### src/rtl/ysyx_25060170_ctrl.sv
// Multi-cycle sequencer: steps each instruction through FETCH, DECODE, EXEC,
// optional MEM and WB, and drives the IFU/LSU handshakes and RF/PC enables.
// Ports: clk, rst (sync, active-low); ifu_valid_i, lsu_done_i handshakes in;
//        opcode_i, MemWr_i, regS_i, RegW_i decode controls in;
//        ifu_req_o, inst_we_o, lsu_req_o, lsu_wen_o, rf_we_o, pc_we_o out;
//        stage_o state, halt_o, err_o status; cycle_cnt_o, instret_o counters.
module ysyx_25060170_ctrl #(
    parameter int CNT_W   = 32,
    parameter int TIMEOUT = 1023
) (
    input  logic             clk,
    input  logic             rst,
    input  logic             ifu_valid_i,
    input  logic             lsu_done_i,
    input  logic [6:0]       opcode_i,
    input  logic             MemWr_i,
    input  logic [1:0]       regS_i,
    input  logic             RegW_i,
    output logic             ifu_req_o,
    output logic             inst_we_o,
    output logic             lsu_req_o,
    output logic             lsu_wen_o,
    output logic             rf_we_o,
    output logic             pc_we_o,
    output logic [2:0]       stage_o,
    output logic             halt_o,
    output logic             err_o,
    output logic [CNT_W-1:0] cycle_cnt_o,
    output logic [CNT_W-1:0] instret_o
);

    typedef enum logic [2:0] {
        S_IDLE   = 3'd0,
        S_FETCH  = 3'd1,
        S_DECODE = 3'd2,
        S_EXEC   = 3'd3,
        S_MEM    = 3'd4,
        S_WB     = 3'd5,
        S_HALT   = 3'd6,
        S_ERR    = 3'd7
    } state_t;

    localparam logic [6:0]  OP_SYSTEM = 7'b1110011;
    localparam logic [15:0] TO_LIMIT  = 16'(TIMEOUT);

    state_t      state;
    state_t      next;
    logic [15:0] wait_cnt;
    logic        waiting;
    logic        enter_wait;

    // A handshake state is "waiting" when its completing input is low.
    assign waiting = (state == S_FETCH && !ifu_valid_i) ||
                     (state == S_MEM   && !lsu_done_i);

    assign enter_wait = (next != state) &&
                        (next == S_FETCH || next == S_MEM);

    always_comb begin
        next      = state;
        ifu_req_o = 1'b0;
        inst_we_o = 1'b0;
        lsu_req_o = 1'b0;
        lsu_wen_o = 1'b0;
        rf_we_o   = 1'b0;
        pc_we_o   = 1'b0;
        halt_o    = 1'b0;
        err_o     = 1'b0;
        unique case (state)
            S_IDLE: next = S_FETCH;
            S_FETCH: begin
                ifu_req_o = 1'b1;
                // A same-cycle valid beats the timeout.
                if (ifu_valid_i) begin
                    inst_we_o = 1'b1;
                    next      = S_DECODE;
                end else if (wait_cnt == TO_LIMIT) begin
                    next = S_ERR;
                end
            end
            S_DECODE: begin
                if (opcode_i == OP_SYSTEM) next = S_HALT;
                else                       next = S_EXEC;
            end
            S_EXEC: begin
                if (MemWr_i || regS_i == 2'd1) next = S_MEM;
                else                           next = S_WB;
            end
            S_MEM: begin
                lsu_req_o = 1'b1;
                lsu_wen_o = MemWr_i;
                if (lsu_done_i) begin
                    next = S_WB;
                end else if (wait_cnt == TO_LIMIT) begin
                    next = S_ERR;
                end
            end
            S_WB: begin
                pc_we_o = 1'b1;
                rf_we_o = RegW_i;
                next    = S_FETCH;
            end
            S_HALT: halt_o = 1'b1;
            S_ERR:  err_o  = 1'b1;
            default: next = S_IDLE;
        endcase
    end

    always_ff @(posedge clk) begin
        if (!rst) begin
            state       <= S_IDLE;
            wait_cnt    <= '0;
            cycle_cnt_o <= '0;
            instret_o   <= '0;
        end else begin
            state <= next;
            if (enter_wait)   wait_cnt <= '0;
            else if (waiting) wait_cnt <= wait_cnt + 16'd1;
            if (state != S_HALT && state != S_ERR)
                cycle_cnt_o <= cycle_cnt_o + CNT_W'(1);
            if (state == S_WB)
                instret_o <= instret_o + CNT_W'(1);
        end
    end

    assign stage_o = state;

endmodule

### config.mk
export PLATFORM = sky130hd
export DESIGN_NAME = ysyx_25060170_ctrl
export DESIGN_NICKNAME = d
export VERILOG_FILES = /design/src/rtl/ysyx_25060170_ctrl.sv
export SDC_FILE = /design/constraint.sdc
export NUM_CORES = 1
export LEC_CHECK = 0
export ABC_AREA = 1
export BUFFER_PORTS_ARGS = -buffer_cell sky130_fd_sc_hd__buf_2
export CAP_MARGIN = 20
export CORE_ASPECT_RATIO = 0.6
export CORE_MARGIN = 5
export CORE_UTILIZATION = 56
export DETAILED_ROUTE_END_ITERATION = 8
export PLACE_DENSITY_LB_ADDON = 0.08
export REMOVE_ABC_BUFFERS = 1
export SLEW_MARGIN = 20
export SYNTH_ARGS = -nofsm -noshare
export SYNTH_HDL_FRONTEND = slang
export SYNTH_SLANG_ARGS = --single-unit
### constraint.sdc
create_clock -name clk -period 2.8 [get_ports clk]
set_input_delay 0.28 -clock clk [delete_from_list [all_inputs] [get_ports clk]]
set_output_delay 0.28 -clock clk [all_outputs]
set_load 0.01 [all_outputs]
==> results of run 1 <==
critical path: cells and delay by family (launching register included):
kind / cells / cell delay [ns]
compound gates: 2 / 0.28
buf+inv: 1 / 0.32
flops: 1 / 0.49
simple gates: 6 / 1.09
logic make-up after synthesis:
logic type                 count (synthesis)
and+or+nand+nor                          370
muxes                                      2
buffers and inverters                    106
AOI/OAI and AO/OA                         84
xor gates and xnor gates                  34
DFF                                       83
adders and majority gates                  3
area by class of cell:
class / instances / area share
well taps: 108 / 0.0250
clock buffers: 13 / 0.0499
flip-flops and latches: 83 / 0.307
repair buffers: 94 / 0.0892
multi-input cells: 493 / 0.462
clock inverters: 2 / 0.00185
inverters: 93 / 0.0649
final timing paths:
kind | start | end | slack, ns | cells past startpoint
max reg2reg | stage_o[0]$_SDFF_PN0_ | instret_o[12]$_SDFFE_PN0P_ | 0.51 | 9
min | ifu_valid_i | stage_o[2]$_SDFF_PN0_ | 0.46 | 6
min reg2reg | instret_o[29]$_SDFFE_PN0P_ | instret_o[29]$_SDFFE_PN0P_ | 0.49 | 2
max | stage_o[0]$_SDFF_PN0_ | instret_o[12]$_SDFFE_PN0P_ | 0.51 | 9
state kept, by name, indices dropped and copies added, names as in the netlist:
| signal | flops |
|---|---|
| instret_o | 32 |
| wait_cnt | 16 |
| cycle_cnt_o | 32 |
| stage_o | 3 |
routing by layer:
metal | up-vias | track usage | share of wire
met5 | - | 0 | 0
met4 | 0 | 0.0653 | 0.013
met3 | 18 | 0.0698 | 0.089
met2 | 196 | 0.377 | 0.42
met1 | 2065 | 0.332 | 0.47
li1 | 2363 | - | -
stage by stage:
step                       util  instances  power (uW)
after floorplan               -        669        1670
after global placement    0.649        871        1840
after detailed placement  0.649        871        1850
after CTS                 0.684        886        2960
after global routing      0.684        886        3100
final                     0.684        886        2950
layout by cell type, fill, tap and decap left out, types with 19 or more instances in the layout:
master   synthesis  routed
a21oi_1         52      52
buf_2            3      89
dfxtp_1         83      83
inv_1           90      90
nand2_1        149     149
nand3_1         37      37
nor2_1          99      99
nor3_1          32      32
o21ai_0         24      24
xor2_1          19      19
power breakdown:
group | switching, uW | internal [uW]
sequential | 49.0 | 1220
combinational | 390 | 182
clock | 450 | 665
total | 888 | 2060
==> out/metrics.yaml, run 1 <==
setup_path:
  arrival_ns: 2.51
  start_kind: "flip-flop"
  end_kind: "flip-flop"
  crit_fanout: 20
  cp_data_required_time_ns: 3.02
  cp_cell_sequence: "nand3_2, inv_4, nand3_4, nor2_8, nand2_2, nor2_2, nand2_1, o21ai_0, a21oi_1"
  max_stage_delay_ns: 0.49
  crit_slowest_cell: "dfxtp_1"
  criticalPathCategory: "reg -> reg"
clocking:
  clock-root-buffer: "clkbuf_16"
  post_cts_buffers: 0
  cts_tree: "yes"
  cts_max_level: 3
  clockBufferDepth: 2
  ctsResizeCount: 0
  cts_inserted_buffers: 9
  cts_hold_buffers: 0
  insertion_delay_ns: 0.34
  clkSlewWorstSetupHoldPaths_ns: 0.06
  clock-sinks: 83
detailed_routing:
  wire_per_inst_microns: 13.4
  drt_iter0_markers: 419
  drcViolationCount: 0
  via_count: 4642
  avgViaCountPerCell: 5.24
  ant_nets: 0
  first_pass_iters: 5
  routed_wl_mm: 11.9
place:
  dp.final_hpwl_mm: 8.96
  dpl_cell_area_sq_um: 5130
  port_buffers: 89
  dp_slack_ns: 0.585
  gp_congestion: 0.909
synth:
  mappedNetlistArea_sq_um: 4580
  synthDistinctLibCells: 38
  ys_seq_area_frac: 0.363
  synth_edf_count: 0
  synthCells: 682
  synth_area_leaders: "dfxtp_1 36%, nand2_1 12%, nor2_1 8.1%"
  ys_top_cells_by_count: "149 x nand2_1, 99 x nor2_1, 90 x inv_1"
  synth_ff_type: "dfxtp_1"
  synth-simple-area-share: 0.372
  synth.top_cell.area_share: 0.363
  post-synth-top-count-cell: "nand2_1"
  synthMuxAreaShare: 0.00437
  ys_seq_elements: 83
  synth_xor_area_frac: 0.0650
  synth_compound_area_frac: 0.0966
  avgSynthCellArea_sq_um: 6.72
  synthAdderAreaFrac: 0.00819
  synth_area_leader_cell: "dfxtp_1"
  synth_top_family_by_area: "simple AND/OR/NAND/NOR gates"
  async_reset_ff_frac: 0
  yosysWarnings: 0
sta:
  fmax_ghz: 0.437
  max-slew-margin-rel: 0.550
  setup_violations: 0
  hold_violations: 0
  setup_ws_ns: 0.511
  rsz0062_at_grt: "no"
  max_slew.worst_pin.slew_ns: 0.675
  fin_crit_sh: 0.818
  tns_ns: 0
  skew_ns: 0.00575
  holdWs_ns: 0.455
  layout_min_cycle_time_ns: 2.29
  drv_slew: 0
worst_hold_path:
  hold_class: "in -> reg"
floorplanning:
  dieArea_sq_um: 10200
  start_util: 0.579
  ios: 90
  die_width_microns: 127
  die_y_microns: 80.1
  core_sq_um: 7910
  core.rowCount: 25
final_layout:
  multi_input_area_sq_um: 2500
  n_antenna_cell: 0
  final_nets: 792
  fill_cells: 709
  regArea_sq_um: 1660
  fin_area_sq_um: 5410
  layout-drive-gt1-share: 0.185
  syn_to_final_growth_pct: 18.1
global_routing:
  overflow: 0
  grt_first_pass_wirelength_mm: 20.1
  grt_max_degree: 37
  first_global_vias: 4288
  grtUsageTotal: 0.243
  antenna_found_initial: 0
power_and_ir_drop:
  p_leak_uw: 0.00232
  power.density_nw_per_um2: 545
  vdd_drop_max_mv: 0.421
flow_run:
  drv_cap: 0
status:
  outcome: "finished clean"
Power figures use the tool's default switching activity.
==> inputs of run 2 (changes only) <==
--- a/config.mk
+++ b/config.mk
@@ -5,12 +5,12 @@
 export SDC_FILE = /design/constraint.sdc
 export NUM_CORES = 1
 export LEC_CHECK = 0
-export ABC_AREA = 1
+export ABC_AREA = 0
 export BUFFER_PORTS_ARGS = -buffer_cell sky130_fd_sc_hd__buf_2
 export CAP_MARGIN = 20
 export CORE_ASPECT_RATIO = 0.6
 export CORE_MARGIN = 5
-export CORE_UTILIZATION = 56
+export CORE_UTILIZATION = 54
 export DETAILED_ROUTE_END_ITERATION = 8
 export PLACE_DENSITY_LB_ADDON = 0.08
 export REMOVE_ABC_BUFFERS = 1
==> constraint.sdc (replaced) <==
create_clock -name clk -period 2.4 [get_ports clk]
set_input_delay 0.24 -clock clk [delete_from_list [all_inputs] [get_ports clk]]
set_output_delay 0.24 -clock clk [all_outputs]
set_load 0.01 [all_outputs]
==> run 2 against run 1 <==
Maximum frequency increased by 3.5%. Die area decreased by 9.6%. Sequential cell count unchanged. Clock-buffer cell count decreased by 3. Global-route usage decreased by 2.9 points. Synthesized cell count decreased by 31%. Critical path type unchanged. Highest routed layer unchanged.
==> out/metrics.yaml, run 2 <==
synth:
  yosysWarnings: 0
  synth_edf_count: 0
  synthDistinctLibCells: 46
  avgSynthCellArea_sq_um: 8.43
  synth.top_cell.area_share: 0.421
  synth-simple-area-share: 0.301
  ys_seq_elements: 83
  synth_xor_area_frac: 0.140
  synth_area_leaders: "dfxtp_1 42%, xnor2_1 10%, nor2_1 5.1%"
  synth_ff_type: "dfxtp_1"
  mappedNetlistArea_sq_um: 3950
  synthAdderAreaFrac: 0.00951
  synth_compound_area_frac: 0.0847
  synth_area_leader_cell: "dfxtp_1"
  synthCells: 468
  ys_top_cells_by_count: "83 x dfxtp_1, 54 x nor2_1, 46 x xnor2_1"
  ys_seq_area_frac: 0.421
  synth_top_family_by_area: "simple AND/OR/NAND/NOR gates"
  synthMuxAreaShare: 0.00507
  post-synth-top-count-cell: "dfxtp_1"
  async_reset_ff_frac: 0
place:
  gp_congestion: 0.849
  dpl_cell_area_sq_um: 4540
  dp.final_hpwl_mm: 6.78
  port_buffers: 89
power_and_ir_drop:
  power_frac_clock: 0.454
  swShare: 0.234
  finalPower_uw: 3030
  p_switching_uw: 709
  power.share.sequential: 0.467
  p_int_uw: 2320
  p_leak_uw: 0.00185
  vdd_drop_max_mv: 0.414
  power_frac_comb: 0.079
  power.density_nw_per_um2: 626
clocking:
  ctsResizeCount: 0
  clock-root-buffer: "clkbuf_16"
  cts_inserted_buffers: 9
  clockBufferDepth: 2
  insertion_delay_ns: 0.33
  cts_max_level: 3
  clock-sinks: 83
  cts_tree: "yes"
  cts_hold_buffers: 0
  post_cts_buffers: 0
  clkSlewWorstSetupHoldPaths_ns: 0.06
final_layout:
  mostFrequentLayoutCells: "89 x buf_2, 83 x dfxtp_1, 54 x nor2_1, 46 x xnor2_1, 35 x a21oi_1"
  layout-drive-gt1-share: 0.231
  fin_area_sq_um: 4850
  final_nets: 581
  reg_top3: "cycle_cnt_o x32, instret_o x32, wait_cnt x16"
  n_antenna_cell: 0
  syn_to_final_growth_pct: 22.8
  final_common_cell: "buf_2"
setup_path:
  crit_fanout: 16
  max_stage_delay_ns: 0.51
  cp_cell_sequence: "ha_1, or4bb_1, nor4_2, and3b_1, o32ai_1, buf_4, a21oi_1"
  end_kind: "flip-flop"
  criticalPathCategory: "reg -> reg"
  crit_slowest_cell: "or4bb_1"
  start_kind: "flip-flop"
  critPathBufInv: 1
  cp_data_required_time_ns: 2.66
  path_delay_family: "simple AND/OR/NAND/NOR gates"
  arrival_ns: 2.47
sta:
  fin_crit_sh: 0.922
  fmax_ghz: 0.452
  rsz0062_at_grt: "no"
  layout_min_cycle_time_ns: 2.21
  drv_slew: 0
  skew_ns: 0.00767
  max-slew-margin-rel: 0.616
  max_slew.worst_pin.slew_ns: 0.576
  tns_ns: 0
  setup_violations: 0
  hold_violations: 0
global_routing:
  grtUsageTotal: 0.214
  grt_first_pass_wirelength_mm: 16.3
  antenna_found_initial: 0
  overflow: 0
  first_global_vias: 3398
  grt_max_degree: 58
detailed_routing:
  via_count: 3620
  wire_per_inst_microns: 14.2
  drt_iter0_markers: 201
  avgViaCountPerCell: 5.49
  ant_nets: 0
  routed_wl_mm: 9.33
  drcViolationCount: 0
  first_pass_iters: 4
floorplanning:
  ios: 90
  core.rowCount: 24
  core_sq_um: 7180
  die_y_microns: 76.2
  die_width_microns: 120
  dieArea_sq_um: 9170
  start_util: 0.550
status:
  outcome: "finished clean"
worst_hold_path:
  hold_class: "in -> reg"
flow_run:
  drv_cap: 0
==> run 2: final cells by class <==
class	count	area, sq um
clock buffer	10	239
clock inverter	6	63.8
fill	591	2330
inverter	15	56.3
multi-input combinational	347	2130
sequential	83	1660
tap	91	114
timing repair buffer	107	581
==> run 2: logic make-up after synthesis <==
family / after synthesis
adders and majority gates: 3
muxes: 2
DFF: 83
AOI/OAI and AO/OA: 59
buffers and inverters: 38
xor gates and xnor gates: 63
and+or+nand+nor: 220
==> run 2: path summary, 6_finish.rpt <==
check | start | to | slack (ns) | depth (start not counted)
max | wait_cnt[0]$_SDFFE_PP0P_ | wait_cnt[10]$_SDFFE_PP0P_ | 0.19 | 7
min reg2reg | instret_o[31]$_SDFFE_PN0P_ | instret_o[31]$_SDFFE_PN0P_ | 0.49 | 2
max reg2reg | wait_cnt[0]$_SDFFE_PP0P_ | wait_cnt[10]$_SDFFE_PP0P_ | 0.19 | 7
min | rst | cycle_cnt_o[11]$_SDFFE_PN0P_ | 0.28 | 3
==> run 2: power groups by stage <==
stage | sequential [uW] | clock, uW | combinational [uW]
2_1_floorplan | 1470 | 0 | 123
3_3_place_gp | 1450 | 0 | 237
3_5_place_dp | 1450 | 0 | 238
4_1_cts | 1420 | 1410 | 239
5_1_grt | 1420 | 1490 | 268
6_report | 1420 | 1380 | 239
==> run 2: worst register-to-register path, cell delays in order, from the launching register on <==
cell	delay, ns
dfxtp_1	0.37
ha_1	0.20
or4bb_1	0.51
nor4_2	0.38
and3b_1	0.24
o32ai_1	0.09
buf_4	0.21
a21oi_1	0.15
==> run 2: metal layers <==
| metal | vias to the layer above | share of wire | global-route usage | wire length [microns] |
|---|---|---|---|---|
| met5 | - | 0 | 0 | 0 |
| met4 | 0 | 0.0090 | 0.0588 | 84 |
| met3 | 8 | 0.079 | 0.0645 | 733 |
| met2 | 124 | 0.40 | 0.302 | 3760 |
| met1 | 1654 | 0.51 | 0.313 | 4750 |
| li1 | 1834 | - | - | - |
==> run 2: stage by stage <==
step | worst slack (ns) | hold slack, ns | util | instances
final | 0.188 | 0.278 | 0.675 | 659
after global placement | 0.334 | 0.481 | 0.633 | 643
after CTS | 0.175 | 0.264 | 0.675 | 659
after detailed placement | 0.182 | 0.477 | 0.633 | 643
after floorplan | -0.0293 | 0.471 | - | 445
after global routing | 0.00405 | 0.286 | 0.675 | 659
==> inputs of run 3 (changes only) <==
--- a/config.mk
+++ b/config.mk
@@ -12,7 +12,8 @@
 export CORE_MARGIN = 5
 export CORE_UTILIZATION = 54
 export DETAILED_ROUTE_END_ITERATION = 8
-export PLACE_DENSITY_LB_ADDON = 0.08
+export HOLD_SLACK_MARGIN = 0.02
+export PLACE_DENSITY = 0.89
 export REMOVE_ABC_BUFFERS = 1
 export SLEW_MARGIN = 20
 export SYNTH_ARGS = -nofsm -noshare
==> constraint.sdc (replaced) <==
create_clock -name clk -period 2.4 [get_ports clk]
set_input_delay 0.24 -clock clk [delete_from_list [all_inputs] [get_ports clk]]
set_output_delay 0.24 -clock clk [all_outputs]
set_load 0.02 [all_outputs]
==> run 3 against run 2 <==
Critical path depth unchanged. Sequential cell count unchanged. Combinational power up 12%. First-iteration DRC count up 49%. Register-to-register slack about the same. Clock skew about the same. Sequential power about the same. Wire length up 5.3%. Clock-buffer cell count up 2. Sequential share of layout area up 0.20 points. Global-route usage up 0.48 points. Non-clock buffer count down 4. Critical path type unchanged. Critical endpoint is now wait_cnt[14]$_SDFFE_PP0P_. Largest cell class unchanged. Largest power group unchanged.
==> out/metrics.yaml, run 3 (synthesis gave the netlist of run 2 again) <==
setup_path:
  cp_cell_sequence: "ha_1, or4bb_1, nor4_4, and3b_1, o32ai_1, buf_4, a21oi_1"
  r2r_end: "wait_cnt[14]$_SDFFE_PP0P_"
  crit_slowest_cell: "or4bb_1"
  r2r_slack_ns: 0.18
  cp_data_required_time_ns: 2.65
  start_kind: "flip-flop"
  crit_fanout: 16
  max_stage_delay_ns: 0.55
  criticalPathCategory: "reg -> reg"
  end_kind: "flip-flop"
  regToRegStartpoint: "wait_cnt[0]$_SDFFE_PP0P_"
  r2r_cells: 7
  critPathLaunch: "wait_cnt[0]$_SDFFE_PP0P_"
  arrival_ns: 2.47
place:
  dpl_cell_area_sq_um: 4510
  port_buffers: 89
  dp.final_hpwl_mm: 6.99
  dp_slack_ns: 0.205
  gp_congestion: 0.843
sta:
  max_slew.worst_pin.slew_ns: 0.540
  skew_ns: 0.00794
  drv_slew: 0
  layout_min_cycle_time_ns: 2.22
  fin_crit_sh: 0.925
  setup_violations: 0
  fmax_ghz: 0.450
  rsz0062_at_grt: "no"
  max-slew-margin-rel: 0.639
  tns_ns: 0
  hold_violations: 0
  setup_ws_ns: 0.179
final_layout:
  fin_area_sq_um: 4820
  mostFrequentLayoutCells: "89 x buf_2, 83 x dfxtp_1, 54 x nor2_1, 46 x xnor2_1, 35 x a21oi_1"
  n_antenna_cell: 0
  layout-drive-gt1-share: 0.222
  reg_top3: "cycle_cnt_o x32, instret_o x32, wait_cnt x16"
  syn_to_final_growth_pct: 22.1
  final_common_cell: "buf_2"
  final_nets: 577
power_and_ir_drop:
  p_leak_uw: 0.00182
  finalPower_uw: 3060
  vdd_drop_max_mv: 0.567
  power.density_nw_per_um2: 634
clocking:
  cts_tree: "yes"
  cts_max_level: 3
  clock-sinks: 83
  clkSlewWorstSetupHoldPaths_ns: 0.06
  cts_inserted_buffers: 9
  clock-root-buffer: "clkbuf_16"
  insertion_delay_ns: 0.34
  cts_hold_buffers: 0
  post_cts_buffers: 0
  clockBufferDepth: 2
detailed_routing:
  wl_met1_mm: 4.54
  wire_per_inst_microns: 15.0
  first_pass_iters: 5
  avgViaCountPerCell: 5.67
  highest_layer: "met4"
  routed_wl_mm: 9.83
  ant_nets: 0
  drcViolationCount: 0
  via_count: 3717
  wl_met3_microns: 828
  drt_iter0_markers: 299
  wl_met2_mm: 4.31
floorplanning:
  dieArea_sq_um: 9170
  start_util: 0.550
  ios: 90
  core.rowCount: 24
  die_width_microns: 120
  core_sq_um: 7180
  die_y_microns: 76.2
global_routing:
  first_global_vias: 3537
  grt_first_pass_wirelength_mm: 16.7
  grtUsageTotal: 0.218
  overflow: 0
  antenna_found_initial: 0
  grt_max_degree: 38
worst_hold_path:
  min-delay-start: "lsu_done_i"
  whs_endpoint: "stage_o[0]$_SDFF_PN0_"
  hold-path-cell-count: 3
  hold_class: "in -> reg"
flow_run:
  drv_cap: 0
status:
  outcome: "finished clean"
[run 3: cell types whose count changed in the layout (fill, tap and decap cells not counted), sizes merged]
cell,delta
clkbuf,+2
inv,-1
clkinv,-1
buf,-4
[run 3: worst max-delay path, delay by kind of cell (launching register included)]
kind | cells | cell delay (ns)
buffers and inverters | 1 | 0.21
adders and majority gates | 1 | 0.20
AOI/OAI and AO/OA | 2 | 0.29
and+or+nand+nor | 3 | 1.09
DFF | 1 | 0.37
[run 3: metrics by stage]
stage | instances | hold WS, ns | utilization
2_1_floorplan | 445 | 0.471 | -
3_3_place_gp | 639 | 0.480 | 0.629
3_5_place_dp | 639 | 0.493 | 0.629
6_report | 655 | 0.301 | 0.672
5_1_grt | 655 | 0.336 | 0.672
4_1_cts | 655 | 0.289 | 0.670
[run 3: where the power goes]
part	total, uW	switching, uW	internal, uW
combinational	268	173	94.9
clock	1370	542	833
sequential	1410	18.5	1400
total	3060	734	2320
[run 3: metal layers]
metal,vias up,global-route usage
met5,-,0
met2,160,0.331
met3,17,0.0772
met1,1708,0.292
li1,1832,-
met4,0,0.0667
[run 3: layout make-up]
type                    instances  area [sq um]
well taps                      91           114
clock inverters                 4          50.0
fillers                       585          2360
clock buffers                  12           246
multi-input cells             347          2140
inverters                      15          56.3
repair buffers                103           551
flip-flops and latches         83          1660
[run 3: worst max path at each step]
| stage | to | slack (ns) |
|---|---|---|
| CTS | wait_cnt[7]$_SDFFE_PP0P_ | 0.13 |
| floorplan | wait_cnt[0]$_SDFFE_PP0P_ | -0.13 |
| global placement | instret_o[31]$_SDFFE_PN0P_ | 0.36 |
| global route | wait_cnt[14]$_SDFFE_PP0P_ | 0.05 |
| finish | wait_cnt[14]$_SDFFE_PP0P_ | 0.18 |
| detailed placement | wait_cnt[6]$_SDFFE_PP0P_ | 0.20 |
[run 3: timing repair]
| item | in CTS | in global routing |
|---|---|---|
| setup endpoints to repair | 0 | 1 |
| endpoints found under the hold margin | 0 | 0 |
| gates resized for setup | 0 | 1 |
